$ cat src/rtl/note_player_pkg.sv
// Shared types and default widths for the note player and its frequency ROM.
package note_player_pkg;

    localparam int NOTE_W_DEFAULT   = 6;
    localparam int DUR_W_DEFAULT    = 6;
    localparam int STEP_W_DEFAULT   = 20;
    localparam int SAMPLE_W_DEFAULT = 16;

    localparam int REST_NOTE = 0;

    typedef enum logic [1:0] {
        IDLE = 2'd0,
        PLAY = 2'd1,
        WAIT = 2'd2
    } state_t;

endpackage

$ cat src/rtl/note_player_frequency_rom.sv
// Note index to 20-bit phase step for a 48 kHz sine reader (key 49 = A4 = 440 Hz).
// One-cycle registered lookup; entries past the table and the rest note give 0.
module frequency_rom
    import note_player_pkg::*;
#(
    parameter int NOTE_W = NOTE_W_DEFAULT,
    parameter int STEP_W = STEP_W_DEFAULT
) (
    input  logic              clk,
    input  logic              reset_n,
    input  logic [NOTE_W-1:0] note,
    output logic [STEP_W-1:0] step
);

    // step = round(440 * 2^((n-49)/12) * 2^20 / 48000)
    localparam logic [19:0] FREQ_TABLE [0:63] = '{
        20'd0,
        20'd601,   20'd636,   20'd674,   20'd714,   20'd757,   20'd802,
        20'd850,   20'd900,   20'd954,   20'd1010,  20'd1070,  20'd1134,
        20'd1201,  20'd1273,  20'd1349,  20'd1429,  20'd1514,  20'd1604,
        20'd1699,  20'd1800,  20'd1907,  20'd2021,  20'd2141,  20'd2268,
        20'd2403,  20'd2546,  20'd2697,  20'd2858,  20'd3028,  20'd3208,
        20'd3398,  20'd3600,  20'd3815,  20'd4041,  20'd4282,  20'd4536,
        20'd4806,  20'd5092,  20'd5395,  20'd5715,  20'd6055,  20'd6415,
        20'd6797,  20'd7201,  20'd7629,  20'd8083,  20'd8563,  20'd9072,
        20'd9612,  20'd10184, 20'd10789, 20'd11431, 20'd12110, 20'd12830,
        20'd13593, 20'd14402, 20'd15258, 20'd16165, 20'd17127, 20'd18145,
        20'd19224, 20'd20367, 20'd21578
    };

    logic [STEP_W-1:0] step_d;
    logic [STEP_W-1:0] step_q;

    always_comb begin
        step_d = '0;
        if (int'(note) < 64) begin
            step_d = STEP_W'(FREQ_TABLE[int'(note)]);
        end
    end

    always_ff @(posedge clk or negedge reset_n) begin
        if (!reset_n) begin
            step_q <= '0;
        end else begin
            step_q <= step_d;
        end
    end

    assign step = step_q;

endmodule

$ cat src/rtl/note_player.sv
// Note sequencer: latches note/duration, counts beats, paces the sine reader
// one fetch per codec request and forwards (or mutes) the returned samples.
module note_player
    import note_player_pkg::*;
#(
    parameter int NOTE_W   = NOTE_W_DEFAULT,
    parameter int DUR_W    = DUR_W_DEFAULT,
    parameter int STEP_W   = STEP_W_DEFAULT,
    parameter int SAMPLE_W = SAMPLE_W_DEFAULT
) (
    input  logic                clk,
    input  logic                reset_n,
    input  logic                play_enable,
    input  logic                load_new_note,
    input  logic [NOTE_W-1:0]   note_to_load,
    input  logic [DUR_W-1:0]    duration_to_load,
    input  logic                beat,
    input  logic                generate_next_sample,
    input  logic                sine_sample_ready,
    input  logic [SAMPLE_W-1:0] sine_sample,
    output logic [STEP_W-1:0]   step_size,
    output logic                sine_generate_next,
    output logic                sine_phase_reset,
    output logic                note_busy,
    output logic                done_with_note,
    output logic [SAMPLE_W-1:0] sample_out,
    output logic                new_sample_ready
);

    state_t                state_q,      state_d;
    logic [NOTE_W-1:0]     note_q,       note_d;
    logic [DUR_W-1:0]      dur_q,        dur_d;
    logic                  gen_q,        gen_d;
    logic                  phase_rst_q,  phase_rst_d;
    logic                  done_q,       done_d;
    logic [SAMPLE_W-1:0]   sample_q,     sample_d;
    logic                  valid_q,      valid_d;

    logic active;
    logic expired;
    logic fetch;

    always_comb begin
        state_d     = state_q;
        note_d      = note_q;
        dur_d       = dur_q;
        gen_d       = 1'b0;
        phase_rst_d = 1'b0;
        done_d      = 1'b0;
        sample_d    = sample_q;
        valid_d     = 1'b0;
        fetch       = 1'b0;
        active      = (state_q != IDLE);

        // A load overrides a coincident final beat, so no done pulse then.
        if (load_new_note) begin
            note_d      = note_to_load;
            dur_d       = duration_to_load;
            phase_rst_d = 1'b1;
            done_d      = (duration_to_load == '0);
        end else if (beat && play_enable && active && (dur_q != '0)) begin
            dur_d  = dur_q - DUR_W'(1);
            done_d = (dur_q == DUR_W'(1));
        end

        expired = (dur_d == '0);

        // WAIT never abandons its outstanding fetch; expiry is applied on return.
        unique case (state_q)
            IDLE: begin
                if (load_new_note && !expired) begin
                    state_d = PLAY;
                end
            end
            PLAY: begin
                if (expired) begin
                    state_d = IDLE;
                end else if (generate_next_sample && play_enable) begin
                    state_d = WAIT;
                    fetch   = 1'b1;
                end
            end
            WAIT: begin
                if (sine_sample_ready) begin
                    state_d = expired ? IDLE : PLAY;
                end
            end
            default: state_d = IDLE;
        endcase

        gen_d = fetch;

        // Requests that do not fetch are answered at once so the codec never starves.
        if ((state_q == WAIT) && sine_sample_ready) begin
            valid_d  = 1'b1;
            sample_d = (note_q == NOTE_W'(REST_NOTE)) ? '0 : sine_sample;
        end else if (generate_next_sample && (state_q != WAIT) && !fetch) begin
            valid_d = 1'b1;
            if ((state_q == IDLE) || play_enable) begin
                sample_d = '0;
            end
        end
    end

    always_ff @(posedge clk or negedge reset_n) begin
        if (!reset_n) begin
            state_q     <= IDLE;
            note_q      <= '0;
            dur_q       <= '0;
            gen_q       <= 1'b0;
            phase_rst_q <= 1'b0;
            done_q      <= 1'b0;
            sample_q    <= '0;
            valid_q     <= 1'b0;
        end else begin
            state_q     <= state_d;
            note_q      <= note_d;
            dur_q       <= dur_d;
            gen_q       <= gen_d;
            phase_rst_q <= phase_rst_d;
            done_q      <= done_d;
            sample_q    <= sample_d;
            valid_q     <= valid_d;
        end
    end

    frequency_rom #(
        .NOTE_W (NOTE_W),
        .STEP_W (STEP_W)
    ) u_frequency_rom (
        .clk     (clk),
        .reset_n (reset_n),
        .note    (note_q),
        .step    (step_size)
    );

    assign sine_generate_next = gen_q;
    assign sine_phase_reset   = phase_rst_q;
    assign note_busy          = (state_q != IDLE);
    assign done_with_note     = done_q;
    assign sample_out         = sample_q;
    assign new_sample_ready   = valid_q;

endmodule
$ cat config.mk
export PLATFORM = sky130hd
export DESIGN_NAME = note_player
export DESIGN_NICKNAME = d
export VERILOG_FILES = /design/src/rtl/note_player_pkg.sv /design/src/rtl/note_player_frequency_rom.sv /design/src/rtl/note_player.sv
export SDC_FILE = /design/constraint.sdc
export NUM_CORES = 1
export LEC_CHECK = 0
export ABC_CLOCK_PERIOD_IN_PS = 2390
export BUFFER_PORTS_ARGS = -buffer_cell sky130_fd_sc_hd__buf_2
export CAP_MARGIN = 15
export CORE_MARGIN = 2
export CORE_UTILIZATION = 36
export DETAILED_ROUTE_END_ITERATION = 8
export PLACE_DENSITY = 0.63
export SETUP_SLACK_MARGIN = 0.5
export SLEW_MARGIN = 40
export SYNTH_ARGS = -nofsm -noshare
export SYNTH_HDL_FRONTEND = slang
export SYNTH_SLANG_ARGS = --single-unit
$ cat constraint.sdc
create_clock -name clk -period 2.39 [get_ports clk]
set_input_delay 0.1195 -clock clk [delete_from_list [all_inputs] [get_ports clk]]
set_output_delay 0.1195 -clock clk [all_outputs]
set_load 0.02 [all_outputs]
## After elaboration in Yosys (flattened, before gate mapping)

Memory sizes are Yosys's and may differ from the RTL's. A register that Yosys moved wholly into a read port is not among the register bits.
Cells that the tools add are included.

| cells by class | value |
|---|---|
| bitwise gates (word level) | 1 |
| reductions and logical operators | 22 |
| multiplexer cells | 20 |
| $add $sub $neg | 1 |
| shifts and indexed selects | 0 |
| $mul | 0 |
| $lt $le $gt $ge | 0 |
| div/mod/pow operators | 0 |
| eq/ne operators | 7 |

Operator list:

| kind | count |
|---|---|
| $mux 16 | 4 |
| $not 6->32 | 1 |
| $logic_not 6->1 | 3 |
| $mux 6 | 2 |
| $mux 1 | 9 |
| $logic_and 1x1->1 | 8 |
| $mux 2 | 4 |
| $eq 6x1->1 const B | 1 |
| $ne 2x2->1 const B | 3 |
| $pmux 2 s3 | 1 |
| $reduce_bool 2->1 | 3 |
| $reduce_bool 6->1 | 1 |
| $sub 6x1->6 const B | 1 |
| $logic_not 1->1 | 3 |
| $ne 3x3->1 const B | 1 |
| $reduce_and 3->1 | 1 |
| $eq 2x1->1 const B | 1 |
| $eq 2x2->1 const B | 1 |
| $logic_not 2->1 | 1 |
| $reduce_and 2->1 | 1 |
| $logic_or 1x1->1 | 1 |

| storage, ports and cells | value |
|---|---|
| memories kept | 1 |
| latch bits | 0 |
| flip-flop bits (word level) | 34 |
| bits in read-only memories | 1,280 |
| bits in writable memories | 0 |
| output and inout bits | 41 |
| input port bits | 35 |

Memory list:

| memory | words | bits a word | rd ports | clocked after memory_dff | wr ports | line | text |
|---|---|---|---|---|---|---|---|
| (no name shown) | 64 | 20 | 1 | 1 | 0 | note_player_frequency_rom.sv:37 | `step_d = STEP_W'(FREQ_TABLE[int'(note)]);` |

## Logic depth before layout (Yosys ltp)

Gate-level depths: netlist of run 1.

| logic depth | value |
|---|---|
| depth after elaboration | 12 |
| mapped depth | 10 |
| depth with buffers taken out | 8 |

## Modules after synthesis

A second synthesis of run 1 with hierarchy kept.

| unflattened totals | value |
|---|---|
| cell total of the unflattened synthesis | 383 |
| area total of the unflattened synthesis | 3,557.2 sq um |

By module, submodules not included:

| module | cells an instance | area an instance (sq um) | times used | seq. area each (sq um) |
|---|---|---|---|---|
| frequency_rom | 229 | 1,836.8 | 1 | 375.4 |
| note_player | 154 | 1,720.4 | 1 | 850.8 |

## Worst setup path before layout of run 1

OpenSTA, ideal clock, no wires.

| timing path | value |
|---|---|
| kind | register -> register |
| start | register dur_q[0] |
| end | register sample_q[10] (netlist: sample_out[10]) |
| stages on the path, launching flop included | 10 |
| period minus slack after synthesis | 2.372 ns |
| setup time | 0.121 ns |
| buffers on the path | 1 |
| setup slack | 0.018 ns |
| arrival time | 2.251 ns |
| cell sequence | dfrtp_1 inv_1 ha_1 or4b_4 o2111ai_2 nand3_2 a2111oi_4 a31oi_4 buf_6 a22o_1 |

| on the way | value |
|---|---|
| cells in the longest elaborated chain, start to end | 11 |

Ends and longest elaborated chain:

| element | line | text |
|---|---|---|
| start: declaration | note_player.sv:32 | `logic [DUR_W-1:0] dur_q, dur_d;` |
| start signal: assignment | note_player.sv:118 | `dur_q <= dur_d;` |
| parallel branches: the longest is 2 deep, another holds $sub 6x1->6 | n/a |  |
| $mux 6 (*) | note_player.sv:61 | `end else if (beat && play_enable && active && (dur_q != '0)) begin` |
| $mux 6 (*) | note_player.sv:56 | `if (load_new_note) begin` |
| net dur_d[0] | note_player.sv:32 |  |
| $logic_not 6->1 (*) | note_player.sv:66 | `expired = (dur_d == '0);` |
| $mux 1 (*) | note_player.sv:76 | `if (expired) begin` |
| $mux 1 (*) | note_player.sv:69 | `unique case (state_q)` |
| $logic_not 1->1 (*) | note_player.sv:97 | `end else if (generate_next_sample && (state_q != WAIT) && !fetch) begin` |
| $logic_and 1x1->1 (*) | note_player.sv:97 |  |
| $reduce_bool 2->1 (no source line) (*) | n/a |  |
| $reduce_and 2->1 (no source line) (*) | n/a |  |
| end signal: assignment | note_player.sv:122 | `sample_q <= sample_d;` |
| end: declaration | note_player.sv:36 | `logic [SAMPLE_W-1:0] sample_q, sample_d;` |

Mark *: on every way through the listed nets, which the timed path passes.
A chain may end at the register's enable or synchronous reset.

## Final worst setup path of run 1

| timing path | value |
|---|---|
| start | register dur_q[0] |
| end | register sample_q[1] (netlist: sample_out[1]) |

| on the way | value |
|---|---|
| cells in the longest elaborated chain, start to end | 11 |

Ends and longest elaborated chain:

| element | line |
|---|---|
| parallel branches: the longest is 2 deep, another holds $sub 6x1->6 | n/a |
| $mux 6 (*) | note_player.sv:61 |
| $mux 6 (*) | note_player.sv:56 |
| $logic_not 6->1 (*) | note_player.sv:66 |
| $mux 1 (*) | note_player.sv:76 |
| $mux 1 (*) | note_player.sv:69 |
| $logic_not 1->1 (*) | note_player.sv:97 |
| $logic_and 1x1->1 (*) | note_player.sv:97 |
| $reduce_bool 2->1 (no source line) (*) | n/a |
| $reduce_and 2->1 (no source line) (*) | n/a |

Every way passes the cells marked *.

==> impl_metrics.tcl, run 1 <==
set metrics [dict create \
    setup_viol 16 \
    yosys-top-cells-area "dfrtp_1 (37%), o21ai_0 (6.0%), ha_1 (4.5%), nor2_1 (4.3%), a21oi_1 (4.1%)" \
    power_per_cell_area_mw_per_mm2 697 \
    die-area_mm2 0.0100 \
    yosysSeqAreaShare_pct 36.8 \
    p_leak_nw 2.01 \
    hp-start "note_to_load[1]" \
    critical_path_class "reg -> reg" \
    avgSynthCellArea_um2 8.76 \
    grt_pass1_vias 3095 \
    grt_setup_unrepaired "yes" \
    synth-main-ff-cell "dfrtp_1" \
    async_reset_ff_share_pct 100 \
    dp.cells 549 \
    detail-route-antenna-nets 0 \
    antenna_found_initial 0 \
    final_core_util_pct 48.5 \
    hold_end "note_q[1]" \
    cts_root_buf "clkbuf_8" \
    cts.path.max_buffers 2 \
    finalWirelength_um 9590 \
    cp_max_fo 8 \
    crit_path_end_kind "flip-flop" \
    row_count 35 \
    max_freq_ghz 0.409 \
    ff2ff_path_depth 9 \
    port_buffers 70 \
    cp-start-kind "flip-flop" \
    cts_buffers 5 \
    io_pins 76 \
    yosysTopAreaCellShare_pct 36.8 \
    synth_edf_count 0 \
    power_mw 3.08 \
    ff2ff_setup_slack_ns -0.06 \
    ir_drop_mv 0.318 \
    grt_usage_pct 18.7 \
    vias_per_cell 5.66 \
    synth.distinct_cells 62 \
    final.min_clock_period_ns 2.45 \
    worstPathArrival_ns 2.63 \
    ys_ff_latch 49 \
    chipWidth_um 100 \
    violations "setup timing" \
    synth_commonest_cells "dfrtp_1 (49), o21ai_0 (40), nor2_1 (38)" \
    status "finished, violations left" \
    areaGrowthSynthToFinish_pct 32.7 \
    timing.final.ws_setup_ns -0.0562 \
    drc 0 \
    crit_required_ns 2.57 \
    route.detailed.wl_per_inst_um 16.4 \
    fin_cells 586 \
    gp_congestion 0.907 \
    cts_sinks 49 \
    syn_inst 380 \
    coreArea_mm2 0.00911 \
    report.final.slew_viol_count 0 \
    insertion_delay_ns 0.30 \
    min_period_over_period_pct 102 \
    yosysWarnings 0 \
    h-tree-depth 2 \
    clkTransAtPathRegs_ns 0.09 \
    r2r-start "dur_q[0]" \
    syn-cell-area_mm2 0.00333 \
    nets 521 \
    drtIter0Drc 271 \
    diodes 0 \
    initial_utilization_pct 36.5 \
    cts_tree "built" \
    slew_headroom_pct 49.7 \
    hold_violations 0 \
    tightest_slew_ns 0.747 \
    grt_max_degree 43 \
    grt_pass1_wl_um 15400 \
    synth_top_area_cell "dfrtp_1" \
    yosysMostFrequentCell "dfrtp_1" \
    skew_ns 0.0141 \
    max_cap_viol_count 0 \
    die_y_um 100 \
    min-delay-path-class "in -> reg" \
    num_vias 3315 \
    place_hpwl_um 6480 \
    pre_cts_ws_ns -0.136 \
    grt_overflow 0 \
    drive_gt1_share_pct 38.9 \
    r2r-end "sample_out[1]" \
    dr.pass1.iters 5 \
    hold-path-cell-count 3 \
]
==> state kept, by name, summed over array words and instances, names as in the netlist <==
signal / flops
sine_phase_reset: 1
u_frequency_rom.step: 15
new_sample_ready: 1
sample_out: 16
dur_q: 6
sine_generate_next: 1
note_q: 6
state_q: 2
done_with_note: 1
==> through the flow <==
stage / instance area, um2 / hold slack [ns] / TNS [ns]
2_1_floorplan: 3450 / -0.176 / 0
3_3_place_gp: 3890 / 0.315 / -0.0672
3_5_place_dp: 3890 / 0.147 / -1.64
4_1_cts: 4140 / 0.0173 / -0.267
5_1_grt: 4420 / 0.0211 / -2.39
6_report: 4420 / 0.0190 / -0.424
==> final cells by class <==
type / count / area (um2)
fillers: 837 / 4690
flip-flops and latches: 49 / 1230
inverters: 17 / 88.8
repair buffers: 118 / 763
well taps: 111 / 139
clock buffers: 6 / 72.6
multi-input cells: 283 / 2080
clock inverters: 2 / 35.0
==> worst max path at each step <==
| stage | start | to |
|---|---|---|
| 3_5_place_dp | dur_q[0] | sample_out[0] |
| 6_report | dur_q[0] | sample_out[1] |
| 5_1_grt | dur_q[0] | sample_out[14] |
| 2_1_floorplan | dur_q[0] | sample_out[10] |
| 3_3_place_gp | dur_q[0] | sample_out[1] |
| 4_1_cts | dur_q[1] | sample_out[1] |
==> where the power goes <==
group | internal, mW | leakage, nW | switching [mW]
clock network | 0.311 | 0.0552 | 0.264
logic | 0.600 | 1.33 | 0.822
registers | 0.985 | 0.616 | 0.0953
==> logic make-up after synthesis <==
logic type               count (synthesis)  share of synthesized area, %
AO/OA/AOI/OAI                          138                          28.7
XOR/XNOR                                 1                         0.263
adder cells (fa/ha/maj)                 12                          4.51
buffers and inverters                   53                          7.71
flip-flops                              49                          36.8
multiplexers                            14                          5.45
other                                    1                         0.113
AND/OR/NAND/NOR                        112                          16.4
==> critical path, stage by stage (launching register included) <==
cell	delay, ns
dfrtp_1	0.40
inv_2	0.10
ha_1	0.15
o2111ai_1	0.16
nor4_1	0.37
xor2_1	0.19
a2111oi_4	0.39
buf_6	0.18
a31oi_4	0.14
a22o_2	0.26
==> per-layer routing <==
layer / vias up / global-route usage, % / wire (um) / share of wire, %
li1: 1561 / - / - / -
met1: 1557 / 24.7 / 4090 / 43
met2: 177 / 32.4 / 4620 / 48
met3: 20 / 2.99 / 721 / 7.5
met4: 0 / 4.21 / 163 / 1.7
met5: - / 0 / 0 / 0
==> cell usage in the layout (no fill, tap or decap), drive strengths merged, types with 4 or more instances in the layout <==
master	netlist	final
dfrtp	49	49
nand3	9	9
o21a	4	4
a21oi	27	27
nor2	38	38
nand2	27	27
a22o	17	17
a211oi	11	11
clkbuf	23	6
conb	1	5
buf	13	117
nor3	4	4
inv	14	12
clkinv	2	5
o211ai	6	6
mux2i	8	8
nand2b	8	8
a31oi	5	6
nor2b	8	8
ha	12	12
o21ai	40	40
==> repair_timing <==
action	in CTS	in global routing
buffers inserted	6	21
gates cloned	1	0
pin swaps	14	12
gates resized for setup	21	29
setup endpoints to repair	31	30
hold buffers	1	0
endpoints found under the hold margin	41	0
Power figures use the tool's default switching activity.
==> run 2, diff against run 1 <==
- GPL_TIMING_DRIVEN: default -> 0
==> run 2 against run 1 <==
Effect of this change: the run still ends with setup timing left; die area unchanged; hold slack worse by 0.0018 ns; maximum frequency up 1.3%; power up 8.5%; clock power up 9.2%; critical path depth unchanged; sequential share of layout area down 2.2 points; sequential power about the same; core utilization up 3.9 points; final cell count up 4.1%; routed wire length up 17%; setup slack better by 0.031 ns; critical path type unchanged; largest power group unchanged.
==> impl_metrics.tcl, run 2 (synthesis results as in run 1) <==
set metrics [dict create \
    status "finished, violations left" \
    violations "setup timing" \
    antenna_found_initial 0 \
    dr.pass1.iters 7 \
    cp-start-kind "flip-flop" \
    report.final.slew_viol_count 0 \
    cts_root_buf "clkbuf_8" \
    grt_pass1_wl_um 17000 \
    cp_max_fo 7 \
    gp_congestion 0.967 \
    largest_register_ffs 16 \
    ir_drop_mv 0.321 \
    p_comb_share_pct 49.2 \
    min_period_over_period_pct 101 \
    power_per_cell_area_mw_per_mm2 699 \
    io_pins 76 \
    final.min_clock_period_ns 2.42 \
    critical_path_class "reg -> reg" \
    grt_max_degree 50 \
    setup_tns_ns -0.194 \
    fin_cells 610 \
    switching_power_mw 1.31 \
    port_buffers 70 \
    setup_viol 11 \
    h-tree-depth 2 \
    initial_utilization_pct 36.5 \
    insertion_delay_ns 0.31 \
    areaGrowthSynthToFinish_pct 43.5 \
    coreArea_mm2 0.00911 \
    cts_tree "built" \
    worstPathArrival_ns 2.61 \
    cts_buffers 5 \
    crit_path_end_kind "flip-flop" \
    max_cap_viol_count 0 \
    p_leak_nw 2.16 \
    drtIter0Drc 372 \
    crit_required_ns 2.58 \
    crit_buf_inv 2 \
    nets 545 \
    clkTransAtPathRegs_ns 0.09 \
    grt_setup_unrepaired "yes" \
    die-area_mm2 0.0100 \
    critPathTopFamily "compound AO/OA/AOI/OAI gates" \
    slowest_delay_ns 0.41 \
    drc 0 \
    cts_sinks 49 \
    crit_slowest_cell "dfrtp_1" \
    pwr-share-clk_pct 18.8 \
    path_cells "inv_2 -> ha_4 -> nor4b_4 -> a2111oi_2 -> a221o_1 -> a2111oi_4 -> a31oi_4 -> buf_6 -> a22o_1" \
    slew_headroom_pct 58.5 \
    whs_ns 0.0172 \
    max_freq_ghz 0.414 \
    sw_frac_of_total_pct 39.1 \
    route.detailed.wl_per_inst_um 18.4 \
    pre_cts_ws_ns -0.182 \
    skew_ns 0.00656 \
    final_core_util_pct 52.4 \
    mostFrequentLayoutCell "buf_2" \
    vias_per_cell 5.79 \
    dp.cells 565 \
    diodes 0 \
    finalWirelength_um 11200 \
    timing.final.ws_setup_ns -0.0255 \
    cts.path.max_buffers 2 \
    grt_pass1_vias 3307 \
    grt_overflow 0 \
    detail-route-antenna-nets 0 \
    drive_gt1_share_pct 46.5 \
    p_seq_share_pct 32.0 \
    row_count 35 \
    die_y_um 100 \
    tightest_slew_ns 0.622 \
    chipWidth_um 100 \
    place_hpwl_um 7420 \
    hold_violations 0 \
    num_vias 3533 \
    grt_usage_pct 21.4 \
    min-delay-path-class "in -> reg" \
    final_cell_mix "buf_2 (71), dfrtp_1 (47), buf_4 (40)" \
    p_int_mw 2.03 \
]
## run 2: changes by cell type in the layout (fill, tap and decap cells not counted), sizes merged
cell / previous run / this run
buf: 117 / 119
clkinv: 5 / 2
clkinvlp: 0 / 2
inv: 12 / 13
a31oi: 6 / 5
clkbuf: 6 / 28
dlygate4sd3: 1 / 2
## run 2: power groups by stage
stage	Combinational, mW	Sequential (mW)	Clock (mW)
6_report	1.64	1.07	0.628
5_1_grt	1.75	1.09	0.664
4_1_cts	1.46	1.06	0.640
3_5_place_dp	1.27	1.08	0
3_3_place_gp	1.28	1.08	0
2_1_floorplan	0.722	1.24	0
## run 2: final timing paths
kind | depth (start not counted) | slack, ns | to | from
max | 9 | -0.03 | sample_out[15] | dur_q[0]
min | 2 | 0.02 | state_q[1] | sine_sample_ready
max in group asynchronous | 2 | 1.57 | note_q[0] | reset_n
max reg2reg | 9 | -0.03 | sample_out[15] | dur_q[0]
min reg2reg | 1 | 0.50 | sample_out[11] | sample_out[11]
min in group asynchronous | 2 | 0.37 | state_q[1] | reset_n
## run 2: final cells by class
class | count | area [um2]
fillers | 834 | 4330
multi-input cells | 282 | 2230
flip-flops and latches | 49 | 1230
repair buffers | 107 | 676
plain buffers | 36 | 277
well taps | 111 | 139
inverters | 17 | 101
clock buffers | 6 | 82.6
clock inverters | 2 | 37.5
## run 2: per-layer routing
layer	global-route usage, %	share of wire, %	wire length (um)
met3	3.69	8.6	965
met1	29.2	42	4680
met5	0	0	0
met2	34.7	47	5260
met4	6.43	2.9	327
## run 2: what timing repair did
action                                  CTS  global route
hold buffers                              2             0
cloned                                    1             0
pin swaps                                 7            21
endpoints found under the setup margin   36            36
endpoints found under the hold margin    50             0
setup buffers                            27             7
gates resized for setup                  56            81
## run 2: per-stage QoR
step           power [mW]  instance area (um2)
2_1_floorplan        1.96                 3450
3_3_place_gp         2.35                 3940
3_5_place_dp         2.35                 3940
4_1_cts              3.16                 4460
5_1_grt              3.50                 4770
6_report             3.34                 4770
